### config.mk
export PLATFORM = sky130hd
export DESIGN_NAME = rv_instr_encoder_flat
export DESIGN_NICKNAME = d
export VERILOG_FILES = /design/src/rtl/rv_pkg.sv /design/src/rtl/rv_instr_encoder_if.sv /design/src/rtl/rv_encode_word.sv /design/src/rtl/rv_instr_encoder.sv /design/src/flat_wrapper.sv
export SDC_FILE = /design/constraint.sdc
export NUM_CORES = 1
export LEC_CHECK = 0
export BUFFER_PORTS_ARGS = -buffer_cell sky130_fd_sc_hd__buf_2
export CORE_ASPECT_RATIO = 0.6
export CORE_UTILIZATION = 49
export DETAILED_ROUTE_END_ITERATION = 7
export PLACE_DENSITY = 0.79
export REMOVE_ABC_BUFFERS = 1
export SYNTH_ARGS = -nofsm -noshare
export SYNTH_HDL_FRONTEND = slang
export SYNTH_SLANG_ARGS = --single-unit
### constraint.sdc
create_clock -name clk -period 2.14 [get_ports clk]
set_clock_uncertainty 0.2 [all_clocks]
set_input_delay 0.214 -clock clk [delete_from_list [all_inputs] [get_ports clk]]
set_output_delay 0.214 -clock clk [all_outputs]
set_load 0.01 [all_outputs]
### src/rtl/rv_pkg.sv
// Shared definitions for the instruction encoder: fixed RV64I opcodes,
// descriptor kinds and the load-session FSM states.
package rv_pkg;

    localparam logic [6:0] OP_RTYPE  = 7'b0110011;
    localparam logic [6:0] OP_LOAD   = 7'b0000011;
    localparam logic [6:0] OP_STORE  = 7'b0100011;
    localparam logic [6:0] OP_BRANCH = 7'b1100011;

    typedef enum logic [1:0] {
        KIND_R   = 2'b00,
        KIND_LD  = 2'b01,
        KIND_SD  = 2'b10,
        KIND_BEQ = 2'b11
    } kind_e;

    typedef enum logic [1:0] {
        ST_IDLE  = 2'b00,
        ST_RUN   = 2'b01,
        ST_FLUSH = 2'b10,
        ST_DONE  = 2'b11
    } state_e;

endpackage

### src/rtl/rv_instr_encoder_if.sv
// Descriptor stream in, instruction-memory write port out.
// The encoder sits on the slave side; the program source drives the master side.
interface rv_instr_encoder_if #(
    parameter int ADDR_W = 8
) ();
    logic              in_valid;
    logic              in_ready;
    logic [1:0]        in_kind;
    logic [2:0]        in_funct3;
    logic [6:0]        in_funct7;
    logic [4:0]        in_rd;
    logic [4:0]        in_rs1;
    logic [4:0]        in_rs2;
    logic [12:0]       in_imm;
    logic              in_last;
    logic              mem_we;
    logic [ADDR_W-1:0] mem_addr;
    logic [31:0]       mem_wdata;

    modport slave (
        input  in_valid, in_kind, in_funct3, in_funct7, in_rd, in_rs1, in_rs2,
               in_imm, in_last,
        output in_ready, mem_we, mem_addr, mem_wdata
    );

    modport master (
        output in_valid, in_kind, in_funct3, in_funct7, in_rd, in_rs1, in_rs2,
               in_imm, in_last,
        input  in_ready, mem_we, mem_addr, mem_wdata
    );
endinterface

### src/rtl/rv_encode_word.sv
// Combinational descriptor-to-instruction encoder. With RV_ENC_CHECK_EN
// defined, misaligned beq offsets and unknown R-type funct7 values are flagged.
module rv_encode_word
    import rv_pkg::*;
(
    input  kind_e       kind,
    input  logic [2:0]  funct3,
    input  logic [6:0]  funct7,
    input  logic [4:0]  rd,
    input  logic [4:0]  rs1,
    input  logic [4:0]  rs2,
    input  logic [12:0] imm,
    output logic [31:0] word,
    output logic        legal
);

    always_comb begin
        word = '0;
        case (kind)
            KIND_R:   word = {funct7, rs2, rs1, funct3, rd, OP_RTYPE};
            KIND_LD:  word = {imm[11:0], rs1, funct3, rd, OP_LOAD};
            KIND_SD:  word = {imm[11:5], rs2, rs1, funct3, imm[4:0], OP_STORE};
            KIND_BEQ: word = {imm[12], imm[10:5], rs2, rs1, funct3,
                              imm[4:1], imm[11], OP_BRANCH};
            default:  word = '0;
        endcase
    end

`ifdef RV_ENC_CHECK_EN
    always_comb begin
        legal = 1'b1;
        if (kind == KIND_BEQ && imm[0])
            legal = 1'b0;
        if (kind == KIND_R && funct7 != 7'b0000000 && funct7 != 7'b0100000)
            legal = 1'b0;
    end
`else
    assign legal = 1'b1;
`endif

endmodule

### src/rtl/rv_instr_encoder.sv
// Loads encoded instruction words into instruction memory from START_ADDR.
// Optional descriptor legality checking is enabled by defining RV_ENC_CHECK_EN.
module rv_instr_encoder
    import rv_pkg::*;
#(
    parameter int ADDR_W     = 8,
    parameter int START_ADDR = 0
) (
    input  logic                clk,
    input  logic                rst_n,
    input  logic                start,
    rv_instr_encoder_if.slave   bus,
    output logic                busy,
    output logic                done,
    output logic [ADDR_W:0]     count,
    output logic                err
);

    localparam logic [ADDR_W:0] START_PTR = (ADDR_W+1)'(START_ADDR);
    localparam logic [ADDR_W:0] LAST_PTR  = (ADDR_W+1)'((1 << ADDR_W) - 1);
    localparam logic [ADDR_W:0] PTR_ONE   = (ADDR_W+1)'(1);

    state_e            state_q, state_d;
    logic [ADDR_W:0]   wr_ptr_q;
    logic [ADDR_W-1:0] mem_addr_q;
    logic [31:0]       mem_wdata_q;
    logic              mem_we_q;
    logic [ADDR_W:0]   count_q;
    logic              err_q;

    logic [31:0] enc_word;
    logic        enc_legal;
    logic        in_ready;
    logic        accept;
    logic        write_acc;
    logic        last_slot;
    logic        overflow;

    rv_encode_word u_encode (
        .kind   (kind_e'(bus.in_kind)),
        .funct3 (bus.in_funct3),
        .funct7 (bus.in_funct7),
        .rd     (bus.in_rd),
        .rs1    (bus.in_rs1),
        .rs2    (bus.in_rs2),
        .imm    (bus.in_imm),
        .word   (enc_word),
        .legal  (enc_legal)
    );

    // wr_ptr_q carries one extra bit so a full memory is seen as "wrapped"
    assign in_ready  = (state_q == ST_RUN) && !wr_ptr_q[ADDR_W];
    assign accept    = bus.in_valid && in_ready;
    assign write_acc = accept && enc_legal;
    assign last_slot = (wr_ptr_q == LAST_PTR);
    assign overflow  = write_acc && last_slot && !bus.in_last;

    always_comb begin
        state_d = state_q;
        case (state_q)
            ST_IDLE:  if (start) state_d = ST_RUN;
            ST_RUN:   if (accept && (bus.in_last || (write_acc && last_slot)))
                          state_d = ST_FLUSH;
            ST_FLUSH: state_d = ST_DONE;
            ST_DONE:  state_d = ST_IDLE;
            default:  state_d = ST_IDLE;
        endcase
    end

    always_ff @(posedge clk or negedge rst_n) begin
        if (!rst_n) begin
            state_q <= ST_IDLE;
        end else begin
            state_q <= state_d;
        end
    end

    always_ff @(posedge clk or negedge rst_n) begin
        if (!rst_n) begin
            wr_ptr_q    <= START_PTR;
            mem_addr_q  <= START_PTR[ADDR_W-1:0];
            mem_wdata_q <= '0;
            mem_we_q    <= 1'b0;
            count_q     <= '0;
            err_q       <= 1'b0;
        end else begin
            mem_we_q <= write_acc;
            if (write_acc) begin
                mem_wdata_q <= enc_word;
                mem_addr_q  <= wr_ptr_q[ADDR_W-1:0];
                wr_ptr_q    <= wr_ptr_q + PTR_ONE;
            end else if (mem_we_q && !wr_ptr_q[ADDR_W]) begin
                // after a write, advance the visible address but never wrap it
                mem_addr_q <= wr_ptr_q[ADDR_W-1:0];
            end
            if (mem_we_q)
                count_q <= count_q + PTR_ONE;
            if (overflow || (accept && !enc_legal))
                err_q <= 1'b1;
            if (state_q == ST_IDLE && start) begin
                wr_ptr_q   <= START_PTR;
                mem_addr_q <= START_PTR[ADDR_W-1:0];
                count_q    <= '0;
                err_q      <= 1'b0;
            end
        end
    end

    assign bus.in_ready  = in_ready;
    assign bus.mem_we    = mem_we_q;
    assign bus.mem_addr  = mem_addr_q;
    assign bus.mem_wdata = mem_wdata_q;
    assign busy          = (state_q == ST_RUN) || (state_q == ST_FLUSH);
    assign done          = (state_q == ST_DONE);
    assign count         = count_q;
    assign err           = err_q;

endmodule
### src/flat_wrapper.sv
// flat-port wrapper written by rule: the top's interface ports become plain ports
module rv_instr_encoder_flat import rv_pkg::*;
#(
    parameter int ADDR_W     = 8,
    parameter int START_ADDR = 0
)
  (clk, rst_n, start, busy, done, count, err, bus_in_valid, bus_in_kind, bus_in_funct3, bus_in_funct7, bus_in_rd, bus_in_rs1, bus_in_rs2, bus_in_imm, bus_in_last, bus_in_ready, bus_mem_we, bus_mem_addr, bus_mem_wdata);
  rv_instr_encoder_if #(.ADDR_W(ADDR_W)) bus_i ();
  input  logic clk;
  input  logic rst_n;
  input  logic start;
  output logic busy;
  output logic done;
  output logic [ADDR_W:0] count;
  output logic err;
  input wire logic [$bits(bus_i.in_valid)-1:0] bus_in_valid;
  input wire logic [$bits(bus_i.in_kind)-1:0] bus_in_kind;
  input wire logic [$bits(bus_i.in_funct3)-1:0] bus_in_funct3;
  input wire logic [$bits(bus_i.in_funct7)-1:0] bus_in_funct7;
  input wire logic [$bits(bus_i.in_rd)-1:0] bus_in_rd;
  input wire logic [$bits(bus_i.in_rs1)-1:0] bus_in_rs1;
  input wire logic [$bits(bus_i.in_rs2)-1:0] bus_in_rs2;
  input wire logic [$bits(bus_i.in_imm)-1:0] bus_in_imm;
  input wire logic [$bits(bus_i.in_last)-1:0] bus_in_last;
  output wire logic [$bits(bus_i.in_ready)-1:0] bus_in_ready;
  output wire logic [$bits(bus_i.mem_we)-1:0] bus_mem_we;
  output wire logic [$bits(bus_i.mem_addr)-1:0] bus_mem_addr;
  output wire logic [$bits(bus_i.mem_wdata)-1:0] bus_mem_wdata;
  assign bus_i.in_valid = bus_in_valid;
  assign bus_i.in_kind = bus_in_kind;
  assign bus_i.in_funct3 = bus_in_funct3;
  assign bus_i.in_funct7 = bus_in_funct7;
  assign bus_i.in_rd = bus_in_rd;
  assign bus_i.in_rs1 = bus_in_rs1;
  assign bus_i.in_rs2 = bus_in_rs2;
  assign bus_i.in_imm = bus_in_imm;
  assign bus_i.in_last = bus_in_last;
  assign bus_in_ready = bus_i.in_ready;
  assign bus_mem_we = bus_i.mem_we;
  assign bus_mem_addr = bus_i.mem_addr;
  assign bus_mem_wdata = bus_i.mem_wdata;
  rv_instr_encoder #(.ADDR_W(ADDR_W), .START_ADDR(START_ADDR)) u_core (.clk(clk), .rst_n(rst_n), .start(start), .bus(bus_i), .busy(busy), .done(done), .count(count), .err(err));
endmodule
Yosys cells after proc, flatten, opt, wreduce, memory -nomap -nowiden:

Index checks and enable logic that the tools add are counted.

* bits of input ports: 45
* output and inout port bits: 54
* register bits after elaboration: 62
* logic and storage cells: 49

* muxes and demuxes: 13
* reduce and logical (&&, ||, !) cells: 18
* equal/unequal tests: 9
* add/subtract/negate cells: 2

Operator list (count)
* 32-bit case mux with 4 select lines: 1
* 9-bit 2-to-1 mux: 4
* 8-bit 2-to-1 mux: 3
* 9-bit by 1-bit adder with 9-bit output, second input constant: 2
* 9-bit by 8-bit == test with 1-bit output, second input constant: 1
* 2-bit == test, second input constant: 4
* 2-bit case mux with 4 select lines: 1
* 1-bit logical AND: 7
* 2-bit nonzero test: 3
* 2-bit by 1-bit == test with 1-bit output, second input constant: 2
* 2-bit logical NOT: 2
* 2-bit 2-to-1 mux: 2
* 2-bit inequality test, second input constant: 2
* 3-bit nonzero test: 1
* 1-bit logical NOT: 2
* 1-bit logical OR: 2
* 1-bit 2-to-1 mux: 2
* 2-bit AND reduction: 1

Depth between registers and ports, before layout:

* word-level depth: 8
* depth in mapped cells: 8
* gate-level depth less buffers: 8

Cells and area by module:

Synthesis repeated with hierarchy kept, for this count alone.

* cell total of the unflattened synthesis: 317
* area total of the unflattened synthesis: 3046.7 sq um

Modules (own cells, without submodules)
* rv_instr_encoder: seq. area each 1551.5 sq um, area each 2666.3 sq um, instances 1, cells each 275
* rv_encode_word: seq. area each 0.0 sq um, area each 380.4 sq um, instances 1, cells each 42

Least setup slack after synthesis:

No wires, ideal clock.

* path kind: register -> register
* start: register u_core.wr_ptr_q[0]
* end: register u_core.state_q[1]
* clock period less this slack: 1914 ps
* path slack: 226 ps
* required time: 1815 ps
* cell stages (with the launch flop): 9
* buffers on the path: 0
* library setup time: 125 ps
* data arrival time: 1589 ps
* cells stage by stage: dfrtp_1 ha_1 nand3_1 nor3_1 ha_1 nor2_1 o21ai_0 o21ai_1 mux2_2

* longest elaborated chain between the ends: 6

RTL lines
* start: declaration: RTL line rv_instr_encoder.sv:24 `logic [ADDR_W:0] wr_ptr_q;`
* start signal: assignment: RTL line rv_instr_encoder.sv:91 `wr_ptr_q <= wr_ptr_q + PTR_ONE;`
* 9-bit by 8-bit == test with 1-bit output: RTL line rv_instr_encoder.sv:55 `assign last_slot = (wr_ptr_q == LAST_PTR);`
* 1-bit logical AND: RTL line rv_instr_encoder.sv:62 `ST_RUN: if (accept && (bus.in_last || (write_acc && last_slot)))`
* 1-bit logical OR: RTL line rv_instr_encoder.sv:62
* 1-bit logical AND: RTL line rv_instr_encoder.sv:62
* 2-bit inequality test (no line)
* 2-bit AND reduction (no line)
* end signal: assignment: RTL line rv_instr_encoder.sv:74 `state_q <= state_d;`
* end: declaration: RTL line rv_instr_encoder.sv:23 `state_e state_q, state_d;`

Every way passes these cells.
A chain may end at the register's enable or synchronous reset.

Worst setup path in the final report:

Same ends and word-level chain as after synthesis.

==> results.yml <==
run_status:
  status: "finished, violations left"
  violations: "hold timing"
setup_path:
  crit_fanout: 4
  worstPathArrival_ps: 2000
  reg2reg_depth: 8
  crit_path_end_kind: "register"
  start_kind: "register"
  critPathKind: "register to register"
  crit_required_ps: 2150
synthesis:
  seq_area_frac_synth_pct: 53.8
  netlist_area_sq_mm: 0.00275
  yosysTopAreaCell: "dfrtp_1"
  synthCells: 287
  synth_seq_cells: 59
  synth_cell_types: 33
  syn_area_per_cell_sq_um: 9.57
  synth_top_area_share_pct: 53.8
  yosysWarnings: 0
  ys_top_cells_by_area: "dfrtp_1 (54%), nand2_1 (8.9%), o21ai_0 (5.3%)"
placement:
  gp_congestion: 0.773
  hpwl_um: 4270
  io_buffers: 96
power_and_ir_drop:
  irDropWorstVdd_mv: 0.597
  p_leak_nw: 1.96
  power.density_mw_per_mm2: 1050
  finalPower_mw: 3.98
floorplanning:
  num_rows: 20
  die_h_um: 60.0
  die_w_um: 98.7
  die_area_sq_mm: 0.00592
  io_pins: 99
  core_sq_mm: 0.00523
  initial_core_util_pct: 52.5
drt:
  firstDrtPassIters: 4
  drc: 0
  wl_per_cell_um: 12.8
  vias: 2331
  wirelength_um: 6260
  postRouteAntennaNets: 0
  dr.first_iter.drc_count: 88
  viasPerCell: 4.76
global_route:
  gr-usage-met2_pct: 35.7
  grt_overflow: 0
  met3_usage_pct: 6.90
  antenna_found_initial: 0
  grt_pass1_vias: 2162
  grt_pass1_wl_um: 10300
  grt_max_degree: 41
  grt_usage_pct: 22.9
  grt_use_met1_pct: 31.5
  busiest_layer: "met2"
sta:
  hold_violations: 1
  fin_crit_ps: 2000
  setup_violations: 0
  tightest_slew_ps: 499
  whs_ps: -1.74
  finalCritPeriodShare_pct: 93.3
  fmax_mhz: 501
  tns_ps: 0
  maxSlewHeadroom_pct: 66.7
  rsz0062_at_grt: "no"
  drv_slew: 0
cts:
  cts_max_level: 3
  cts_made_buffers: 9
  insertion_delay_ps: 330
  clockRootBuffer: "clkbuf_8"
  cts.sinks: 59
  clkTransAtPathRegs_ps: 70
  cts_tree: "built"
  clockBufferDepth: 2
layout:
  nFillCells: 408
  antenna_cells: 0
  drive_gt1_share_pct: 29.7
  area_growth_pct: 37.4
  nets: 472
run:
  drv_cap: 0
min_path:
  min_path_type: "primary input to register"
  whs_path_depth: 3
==> cells by family after synthesis <==
| group | after synthesis | share of synthesized area (%) |
|---|---|---|
| simple gates | 120 | 19.9 |
| compound gates | 44 | 8.29 |
| fa+ha+maj | 8 | 3.64 |
| xor+xnor | 10 | 3.19 |
| flops | 59 | 53.8 |
| mux | 16 | 5.92 |
| other cells | 1 | 0.137 |
| buf+inv | 29 | 5.19 |
==> power breakdown <==
part	total, mW	switching (mW)	internal, mW	leakage [nW]
logic	1.47	0.833	0.633	1.12
registers	1.69	0.226	1.46	0.761
clock network	0.830	0.416	0.414	0.0791
total	3.98	1.48	2.51	1.96
==> cell usage after synthesis, drive strengths merged <==
master	count
a21oi	7
a31oi	6
and2	1
and2b	1
and3	1
buf	12
clkbuf	3
conb	1
dfrtp	59
ha	8
inv	14
mux2	2
mux2i	14
nand2	66
nand2b	3
nand3	11
nand3b	1
nand4	3
nor2	23
nor2b	1
nor3	3
nor4	1
o21ai	31
or3	5
xnor2	5
xor2	5
==> state kept, by name (all words and copies together), names as in the netlist <==
| signal | count |
|---|---|
| u_core.bus.mem_addr | 8 |
| u_core.bus.mem_wdata | 29 |
| u_core.bus.mem_we | 1 |
| u_core.count | 9 |
| u_core.err | 1 |
| u_core.state_q | 2 |
| u_core.wr_ptr_q | 9 |
==> cell type report <==
type                            count  area (sq um)  share of cell area (%)
Timing Repair Buffer              135           863                    22.9
Clock buffer                       11           131                    3.48
Clock inverter                      5          30.0                   0.795
Tap cell                           66          82.6                    2.19
Multi-Input combinational cell    200          1140                    30.1
Inverter                           14          55.1                    1.46
Sequential cell                    59          1480                    39.1
==> worst max-delay path: stages, from the launching register on <==
cell,delay [ps]
dfrtp_1,420
ha_1,230
nand3_1,120
nor3_2,60
ha_1,190
nor2_1,110
o21ai_1,70
o21ai_1,120
mux2_2,360
==> metal layers <==
metal	vias to the layer above	part of all wire (%)	routed length [um]
met1	1039	49	3080
met5	-	0	0
li1	1201	-	-
met2	83	44	2730
met4	0	1.0	65
met3	8	6.1	384
==> cells in the final DEF (no fill, tap or decap), types with 2 or more instances in the layout <==
cell,count
buf_2,96
nand2_1,65
dfrtp_1,59
dlygate4sd3_1,31
o21ai_0,28
nor2_1,22
mux2i_1,14
inv_1,13
nand3_1,11
clkbuf_8,9
ha_1,8
a21oi_1,7
buf_4,7
a31oi_1,6
xnor2_1,5
or3_1,5
xor2_1,5
nand2b_1,3
o21ai_1,3
nand4_1,3
clkinv_2,3
mux2_2,2
nor3_1,2
conb_1,2
clkinvlp_4,2
clkbuf_1,2
==> what timing repair did <==
action | CTS | global route
hold buffers | 31 | 0
resized for setup | 0 | 3
endpoints found under the setup margin | 0 | 3
endpoints found under the hold margin | 39 | 0
buffers inserted | 0 | 1
==> worst paths after layout <==
path                                    startpoint                       end  slack, ps
hold reg to reg            u_core.bus.mem_wdata[6]   u_core.bus.mem_wdata[6]        270
max in group asynchronous                    rst_n  u_core.bus.mem_wdata[22]       1000
setup reg to reg                u_core.wr_ptr_q[0]         u_core.state_q[1]        140
hold / removal                        bus_in_rd[0]   u_core.bus.mem_wdata[7]         -2
setup / recovery                u_core.wr_ptr_q[0]         u_core.state_q[1]        140
min in group asynchronous                    rst_n           u_core.count[1]        160
==> metrics by stage <==
| stage | instance area [sq um] | utilization (%) | worst slack (ps) | std cells |
|---|---|---|---|---|
| 2_1_floorplan | 2660 | - | 158 | 273 |
| 3_3_place_gp | 3290 | 62.9 | 139 | 442 |
| 3_5_place_dp | 3290 | 62.9 | 94.5 | 442 |
| 4_1_cts | 3760 | 71.9 | 58.2 | 489 |
| 5_1_grt | 3770 | 72.2 | 30.5 | 490 |
| 6_report | 3770 | 72.2 | 143 | 490 |
Note: power is estimated with default switching activity, not from simulation.
